## src/rtl/lms_pkg.sv

```systemverilog
// Shared state encoding and default sizing for the LMS FIFO-pair scheduler.
package lms_pkg;

   typedef enum logic [1:0] {
      IDLE  = 2'd0,
      RUN   = 2'd1,
      FLUSH = 2'd2
   } lms_state_e;

   localparam int LMS_DW        = 16;
   localparam int LMS_FRAME_LEN = 1024;

endpackage

```

## src/rtl/lms_fifo_pair_sched_if.sv

```systemverilog
// Bundle of the two prefetch-FIFO read ports and the paired output toward the LMS core.
interface lms_fifo_pair_sched_if
   import lms_pkg::*;
#(
   parameter int DW = LMS_DW
) ();

   logic          ref_rd_vld;
   logic [DW-1:0] ref_rd_data;
   logic          ref_rd_en;
   logic          des_rd_vld;
   logic [DW-1:0] des_rd_data;
   logic          des_rd_en;
   logic          out_vld;
   logic          out_rdy;
   logic [DW-1:0] out_ref;
   logic [DW-1:0] out_des;
   logic          out_last;

   // The scheduler is the master: it pops the FIFOs and drives the pair.
   modport master (
      input  ref_rd_vld, ref_rd_data, des_rd_vld, des_rd_data, out_rdy,
      output ref_rd_en, des_rd_en, out_vld, out_ref, out_des, out_last
   );

   modport slave (
      output ref_rd_vld, ref_rd_data, des_rd_vld, des_rd_data, out_rdy,
      input  ref_rd_en, des_rd_en, out_vld, out_ref, out_des, out_last
   );

endinterface

```

## src/rtl/lms_pair_outreg.sv

```systemverilog
// One-entry output register holding a ref/des pair; a load in the handshake cycle gives 1 pair/cycle.
module lms_pair_outreg
   import lms_pkg::*;
#(
   parameter int DATA_WIDTH = LMS_DW
) (
   input  logic                  clk,
   input  logic                  rst,
   input  logic                  clear_i,
   input  logic                  load_i,
   input  logic [DATA_WIDTH-1:0] ref_i,
   input  logic [DATA_WIDTH-1:0] des_i,
   input  logic                  last_i,
   input  logic                  rdy_i,
   output logic                  vld_o,
   output logic [DATA_WIDTH-1:0] ref_o,
   output logic [DATA_WIDTH-1:0] des_o,
   output logic                  last_o
);

   logic                  vld_q, vld_d;
   logic                  last_q, last_d;
   logic [DATA_WIDTH-1:0] refData_q, refData_d;
   logic [DATA_WIDTH-1:0] desData_q, desData_d;

   // Clear (flush) beats a load so an in-flight pair is dropped.
   always_comb begin
      vld_d     = vld_q;
      last_d    = last_q;
      refData_d = refData_q;
      desData_d = desData_q;
      if (clear_i) begin
         vld_d  = 1'b0;
         last_d = 1'b0;
      end else if (load_i) begin
         vld_d     = 1'b1;
         last_d    = last_i;
         refData_d = ref_i;
         desData_d = des_i;
      end else if (vld_q && rdy_i) begin
         vld_d  = 1'b0;
         last_d = 1'b0;
      end
   end

   always_ff @(posedge clk or posedge rst) begin
      if (rst) begin
         vld_q     <= 1'b0;
         last_q    <= 1'b0;
         refData_q <= '0;
         desData_q <= '0;
      end else begin
         vld_q     <= vld_d;
         last_q    <= last_d;
         refData_q <= refData_d;
         desData_q <= desData_d;
      end
   end

   assign vld_o  = vld_q;
   assign last_o = last_q;
   assign ref_o  = refData_q;
   assign des_o  = desData_q;

endmodule

```

## src/rtl/lms_fifo_pair_sched.sv

```systemverilog
// Lockstep read scheduler for the ref/des prefetch FIFOs: pairs samples, frames them, flushes, flags skew.
module lms_fifo_pair_sched
   import lms_pkg::*;
#(
   parameter int DATA_WIDTH  = LMS_DW,
   parameter int FRAME_LEN   = LMS_FRAME_LEN,
   parameter int CNT_WIDTH   = 10,
   parameter int STALL_MAX   = 255,
   parameter int STALL_WIDTH = 8
) (
   input  logic                 clk,
   input  logic                 rst,
   input  logic                 start_i,
   input  logic                 flush_i,
   input  logic                 err_clr_i,
   output logic                 busy_o,
   output logic                 frame_done_o,
   output logic                 skew_err_o,
   lms_fifo_pair_sched_if.master sched
);

   lms_state_e             state_q, state_d;
   logic [CNT_WIDTH-1:0]   sampleCnt_q, sampleCnt_d;
   logic [STALL_WIDTH-1:0] stallCnt_q, stallCnt_d;
   logic                   skewErr_q, skewErr_d;
   logic                   frameDone_q, frameDone_d;

   logic pop, refRdEn, desRdEn;
   logic outVld, outLast, handshakeLast, cntAtLast, oneVld;

   assign cntAtLast     = (sampleCnt_q == CNT_WIDTH'(FRAME_LEN - 1));
   assign handshakeLast = outVld && sched.out_rdy && outLast;
   assign oneVld        = sched.ref_rd_vld ^ sched.des_rd_vld;

   // Once the last pair of a frame is loaded, popping waits for its handshake.
   always_comb begin
      state_d = state_q;
      pop     = 1'b0;
      refRdEn = 1'b0;
      desRdEn = 1'b0;
      case (state_q)
         IDLE: begin
            if (start_i) state_d = RUN;
         end
         RUN: begin
            pop = !flush_i && sched.ref_rd_vld && sched.des_rd_vld &&
                  (!outVld || sched.out_rdy) && !(outVld && outLast);
            refRdEn = pop;
            desRdEn = pop;
            if (handshakeLast) state_d = IDLE;
         end
         FLUSH: begin
            refRdEn = sched.ref_rd_vld;
            desRdEn = sched.des_rd_vld;
            if (!sched.ref_rd_vld && !sched.des_rd_vld && !outVld) state_d = IDLE;
         end
         default: state_d = IDLE;
      endcase
      if (flush_i) state_d = FLUSH;
   end

   // Skew set wins over err_clr in the same cycle.
   always_comb begin
      sampleCnt_d = sampleCnt_q;
      if (flush_i || state_q == FLUSH) sampleCnt_d = '0;
      else if (pop) sampleCnt_d = cntAtLast ? '0 : sampleCnt_q + 1'b1;
      stallCnt_d  = (state_q == RUN && oneVld) ? stallCnt_q + 1'b1 : '0;
      skewErr_d   = skewErr_q;
      if (err_clr_i) skewErr_d = 1'b0;
      if (state_q == RUN && stallCnt_q == STALL_WIDTH'(STALL_MAX)) skewErr_d = 1'b1;
      frameDone_d = handshakeLast;
   end

   always_ff @(posedge clk or posedge rst) begin
      if (rst) begin
         state_q     <= IDLE;
         sampleCnt_q <= '0;
         stallCnt_q  <= '0;
         skewErr_q   <= 1'b0;
         frameDone_q <= 1'b0;
      end else begin
         state_q     <= state_d;
         sampleCnt_q <= sampleCnt_d;
         stallCnt_q  <= stallCnt_d;
         skewErr_q   <= skewErr_d;
         frameDone_q <= frameDone_d;
      end
   end

   lms_pair_outreg #(
      .DATA_WIDTH(DATA_WIDTH)
   ) u_outreg (
      .clk    (clk),
      .rst    (rst),
      .clear_i(flush_i),
      .load_i (pop),
      .ref_i  (sched.ref_rd_data),
      .des_i  (sched.des_rd_data),
      .last_i (cntAtLast),
      .rdy_i  (sched.out_rdy),
      .vld_o  (outVld),
      .ref_o  (sched.out_ref),
      .des_o  (sched.out_des),
      .last_o (outLast)
   );

   assign sched.out_vld   = outVld;
   assign sched.out_last  = outLast;
   assign sched.ref_rd_en = refRdEn;
   assign sched.des_rd_en = desRdEn;
   assign busy_o          = (state_q != IDLE);
   assign frame_done_o    = frameDone_q;
   assign skew_err_o      = skewErr_q;

endmodule

```

## src/flat_wrapper.sv

```systemverilog
// flat-port wrapper written by rule: the top's interface ports become plain ports
module lms_fifo_pair_sched_flat import lms_pkg::*;
#(
   parameter int DATA_WIDTH  = LMS_DW,
   parameter int FRAME_LEN   = LMS_FRAME_LEN,
   parameter int CNT_WIDTH   = 10,
   parameter int STALL_MAX   = 255,
   parameter int STALL_WIDTH = 8
)
  (clk, rst, start_i, flush_i, err_clr_i, busy_o, frame_done_o, skew_err_o, sched_ref_rd_vld, sched_ref_rd_data, sched_des_rd_vld, sched_des_rd_data, sched_out_rdy, sched_ref_rd_en, sched_des_rd_en, sched_out_vld, sched_out_ref, sched_out_des, sched_out_last);
  lms_fifo_pair_sched_if #(.DW((16))) sched_i ();
  input  logic clk;
  input  logic rst;
  input  logic start_i;
  input  logic flush_i;
  input  logic err_clr_i;
  output logic busy_o;
  output logic frame_done_o;
  output logic skew_err_o;
  input wire logic [$bits(sched_i.ref_rd_vld)-1:0] sched_ref_rd_vld;
  input wire logic [$bits(sched_i.ref_rd_data)-1:0] sched_ref_rd_data;
  input wire logic [$bits(sched_i.des_rd_vld)-1:0] sched_des_rd_vld;
  input wire logic [$bits(sched_i.des_rd_data)-1:0] sched_des_rd_data;
  input wire logic [$bits(sched_i.out_rdy)-1:0] sched_out_rdy;
  output wire logic [$bits(sched_i.ref_rd_en)-1:0] sched_ref_rd_en;
  output wire logic [$bits(sched_i.des_rd_en)-1:0] sched_des_rd_en;
  output wire logic [$bits(sched_i.out_vld)-1:0] sched_out_vld;
  output wire logic [$bits(sched_i.out_ref)-1:0] sched_out_ref;
  output wire logic [$bits(sched_i.out_des)-1:0] sched_out_des;
  output wire logic [$bits(sched_i.out_last)-1:0] sched_out_last;
  assign sched_i.ref_rd_vld = sched_ref_rd_vld;
  assign sched_i.ref_rd_data = sched_ref_rd_data;
  assign sched_i.des_rd_vld = sched_des_rd_vld;
  assign sched_i.des_rd_data = sched_des_rd_data;
  assign sched_i.out_rdy = sched_out_rdy;
  assign sched_ref_rd_en = sched_i.ref_rd_en;
  assign sched_des_rd_en = sched_i.des_rd_en;
  assign sched_out_vld = sched_i.out_vld;
  assign sched_out_ref = sched_i.out_ref;
  assign sched_out_des = sched_i.out_des;
  assign sched_out_last = sched_i.out_last;
  lms_fifo_pair_sched #(.DATA_WIDTH(DATA_WIDTH), .FRAME_LEN(FRAME_LEN), .CNT_WIDTH(CNT_WIDTH), .STALL_MAX(STALL_MAX), .STALL_WIDTH(STALL_WIDTH)) u_core (.clk(clk), .rst(rst), .start_i(start_i), .flush_i(flush_i), .err_clr_i(err_clr_i), .busy_o(busy_o), .frame_done_o(frame_done_o), .skew_err_o(skew_err_o), .sched(sched_i));
endmodule
```

## config.mk

```make
export PLATFORM = sky130hd
export DESIGN_NAME = lms_fifo_pair_sched_flat
export DESIGN_NICKNAME = d
export VERILOG_FILES = /design/src/rtl/lms_pkg.sv /design/src/rtl/lms_fifo_pair_sched_if.sv /design/src/rtl/lms_pair_outreg.sv /design/src/rtl/lms_fifo_pair_sched.sv /design/src/flat_wrapper.sv
export SDC_FILE = /design/constraint.sdc
export NUM_CORES = 1
export LEC_CHECK = 0
export BUFFER_PORTS_ARGS = -buffer_cell sky130_fd_sc_hd__buf_4
export CAP_MARGIN = 20
export CORE_MARGIN = 10
export CORE_UTILIZATION = 50
export DETAILED_ROUTE_END_ITERATION = 16
export PLACE_DENSITY = 0.9
export SYNTH_ARGS = -nofsm -noshare
export SYNTH_HDL_FRONTEND = slang
export SYNTH_SLANG_ARGS = --single-unit
```

## constraint.sdc

```tcl
create_clock -name clk -period 2.3 [get_ports clk]
set_input_delay 0.46 -clock clk [delete_from_list [all_inputs] [get_ports clk]]
set_output_delay 0.46 -clock clk [all_outputs]
set_load 0.01 [all_outputs]
```

==> results.py <==
metrics = {
    "placed_design": {
        "dpl_cell_area_um2": 3170,
        "pre_cts_ws_ps": 313,
        "gp_congestion": 0.816,
        "io_buffers": 78,
        "place_hpwl_um": 5020,
    },
    "clocking": {
        "numCtsBuffers": 5,
        "clk_path_buf_depth": 2,
        "htree_levels": 2,
        "ctsResizeCount": 1,
        "clk-insertion-delay-late_ps": 310,
        "cts_tree": "yes",
        "postCtsHoldBufs": 0,
        "post-cts-setup-buffers": 0,
        "path_clk_slew_ps": 100,
        "cts.sinks": 56,
        "cts_root_buf": "clkbuf_8",
    },
    "flow_run": {
        "cap_violations": 0,
    },
    "route": {
        "drt-total-wl_um": 6440,
        "wl_per_cell_um": 15.3,
        "drc": 0,
        "vias": 2204,
        "vias_per_cell": 5.24,
        "drt.antenna.violating_nets": 0,
        "firstDrtPassIters": 4,
        "drt_iter0_drc": 144,
    },
    "timing": {
        "grt_setup_unrepaired": "no",
        "worst_slew_pin_slew_ps": 619,
        "timing.final.crit_period_ps": 2190,
        "fmax_mhz": 457,
        "setup_viol": 0,
        "maxSlewViolCount": 0,
        "finalCritPeriodShare_pct": 95.2,
        "fin_setup_tns_ps": 0,
        "relSlewSlack_pct": 58.7,
        "hold_viol": 0,
        "fin_ws_ps": 111,
        "clock_skew_ps": 10.5,
    },
    "grt": {
        "grt_pass1_wl_um": 11200,
        "grt_pass1_vias": 2374,
        "grt_max_degree": 31,
        "grt_overflow": 0,
        "antenna_found_initial": 0,
        "track_usage_pct": 16.1,
    },
    "floorplanning": {
        "start_util_pct": 52.1,
        "dieHeight_um": 90.6,
        "die_area_um2": 8210,
        "core_region_area_um2": 4790,
        "num_io_pins": 79,
        "die_x_um": 90.6,
        "row_count": 25,
    },
    "synth": {
        "synthCells": 271,
        "synth_cell_type_count": 37,
        "syn_nets": 317,
        "syn_area_per_cell_um2": 9.20,
        "async_flop_share_pct": 100,
        "ys_top_cells_by_count": "108 x nand2_1, 56 x dfrtp_1, 14 x nand3_1",
        "synthFlopType": "dfrtp_1",
        "yosysMostFrequentCell": "nand2_1",
        "ys_warn_count": 0,
        "synth_compound_area_share_pct": 8.13,
        "synth-xor-area-share_pct": 2.11,
        "netlist_top_cells_area": "dfrtp_1 56%, nand2_1 16%, ha_1 3.0%",
        "postSynthRegisterBits": 56,
        "synth_edf_count": 0,
        "synth_simple_gate_area_share_pct": 27.2,
        "ys_seq_area_share_pct": 56.2,
        "synth_top_area_cell": "dfrtp_1",
        "synth.mux.area_fraction_pct": 0,
        "synth_top_family_by_area": "simple AND/OR/NAND/NOR gates",
        "synth_top_area_share_pct": 56.2,
        "synth_fa_ha_area_share_pct": 3.01,
        "netlist_area_um2": 2490,
    },
    "setup_path": {
        "cp_num_buf_inv": 2,
        "crit_required_ps": 1840,
        "cp_max_fo": 10,
        "crit_path_end_kind": "primary output",
        "crit_path_top_delay_cell": "dfrtp_1",
        "ff2ff_setup_slack_ps": 320,
        "worst_ep_arrival_time_ps": 1730,
        "crit_family": "compound AO/OA/AOI/OAI gates",
        "critPathLaunchType": "flip-flop",
        "critPathMaxStageDelay_ps": 410,
        "worst-setup-path-type": "reg2out",
        "critical_path.cell_chain": "inv_1 -> ha_4 -> nand4b_4 -> a21o_4 -> a21boi_0 -> buf_4",
    },
    "final_layout": {
        "diodes": 0,
        "fin_nets": 399,
        "area_growth_pct": 32.2,
        "drive_gt1_share_pct": 27.4,
        "finalInstanceArea_um2": 3300,
        "fin_util_pct": 68.9,
    },
    "pwr": {
        "p_total_uw": 2280,
        "total_leakage_power_uw": 0.00178,
        "p_sw_share_pct": 27.1,
        "p_comb_share_pct": 21.7,
        "internal_power_uw": 1660,
        "netSwitchingPower_uw": 618,
        "clockPowerShare_pct": 27.4,
        "seq_power_share_pct": 50.9,
        "p_per_area_nw_per_um2": 691,
        "peakVddDrop_uv": 470,
    },
    "min_path": {
        "hold_class": "in2async",
    },
    "run_status": {
        "outcome": "completed",
    },
}
==> cells by family (layout without fill, tap and decap cells) <==
family / Yosys count / in the layout
fa+ha+maj: 6 / 6
buf+inv: 20 / 103
flops: 56 / 56
compound gates: 29 / 29
xor+xnor: 6 / 6
simple gates: 154 / 154
==> cells in the final DEF (no fill, tap or decap), drive strengths merged, types with 2 or more instances in the layout <==
cell type  count
nand2        108
a41o           2
buf           85
nand3         14
o21ai          6
nor2           9
clkbuf         6
a2111oi        2
ha             6
and3           3
or4            3
and2           3
xnor2          3
nand2b         3
dfrtp         56
a21boi         2
nand4          5
a21o           2
xor2           3
or3            2
a21oi          6
inv           10
==> sequential cells by signal, summed over array words and instances (netlist names) <==
register                cells
u_core.u_outreg.des_o      16
u_core.sampleCnt_q         10
u_core.u_outreg.last_o      1
u_core.u_outreg.vld_o       1
u_core.stallCnt_q           8
u_core.state_q              2
u_core.frame_done_o         1
u_core.u_outreg.ref_o      16
u_core.skew_err_o           1
==> power by group through the flow <==
stage	Clock (µW)	Combinational (µW)	Sequential [µW]
2_1_floorplan	0	156	1220
3_3_place_gp	0	479	1170
3_5_place_dp	0	503	1170
4_1_cts	641	503	1160
5_1_grt	690	549	1170
6_report	625	494	1160
==> metal layers <==
| layer | vias to the layer above | GRT usage (%) | share of wire, % |
|---|---|---|---|
| met3 | 8 | 8.81 | 11 |
| met1 | 1055 | 18.5 | 39 |
| met2 | 80 | 26.0 | 49 |
| met4 | 0 | 3.18 | 1.2 |
| li1 | 1061 | - | - |
| met5 | - | 0 | 0 |
==> final timing paths <==
path | depth (start not counted) | from | endpoint
worst max-delay path | 6 | u_core.state_q[1] | sched_ref_rd_en
worst min-delay path | 2 | rst | u_core.u_outreg.ref_o[15]
worst max register to register | 6 | u_core.state_q[0] | u_core.sampleCnt_q[5]
worst min register to register | 1 | u_core.stallCnt_q[0] | u_core.stallCnt_q[0]
max in group asynchronous | 3 | rst | u_core.u_outreg.des_o[4]
min in group clk | 3 | sched_ref_rd_data[8] | u_core.u_outreg.ref_o[8]
==> through the flow <==
| step | hold WS, ps | instances |
|---|---|---|
| after floorplan | 433 | 271 |
| after global placement | 446 | 413 |
| after detailed placement | 463 | 413 |
| after CTS | 239 | 421 |
| after global routing | 267 | 421 |
| final | 221 | 421 |
==> final cells by class <==
cell class                 count  area [µm²]
inverter                      10        37.5
sequential                    56        1400
timing repair buffer          85         638
multi-input combinational    195        1030
clock inverter                 2        35.0
fill                         358        1490
clock buffer                   6        72.6
tap                           67        83.8
Power figures use the tool's default switching activity.
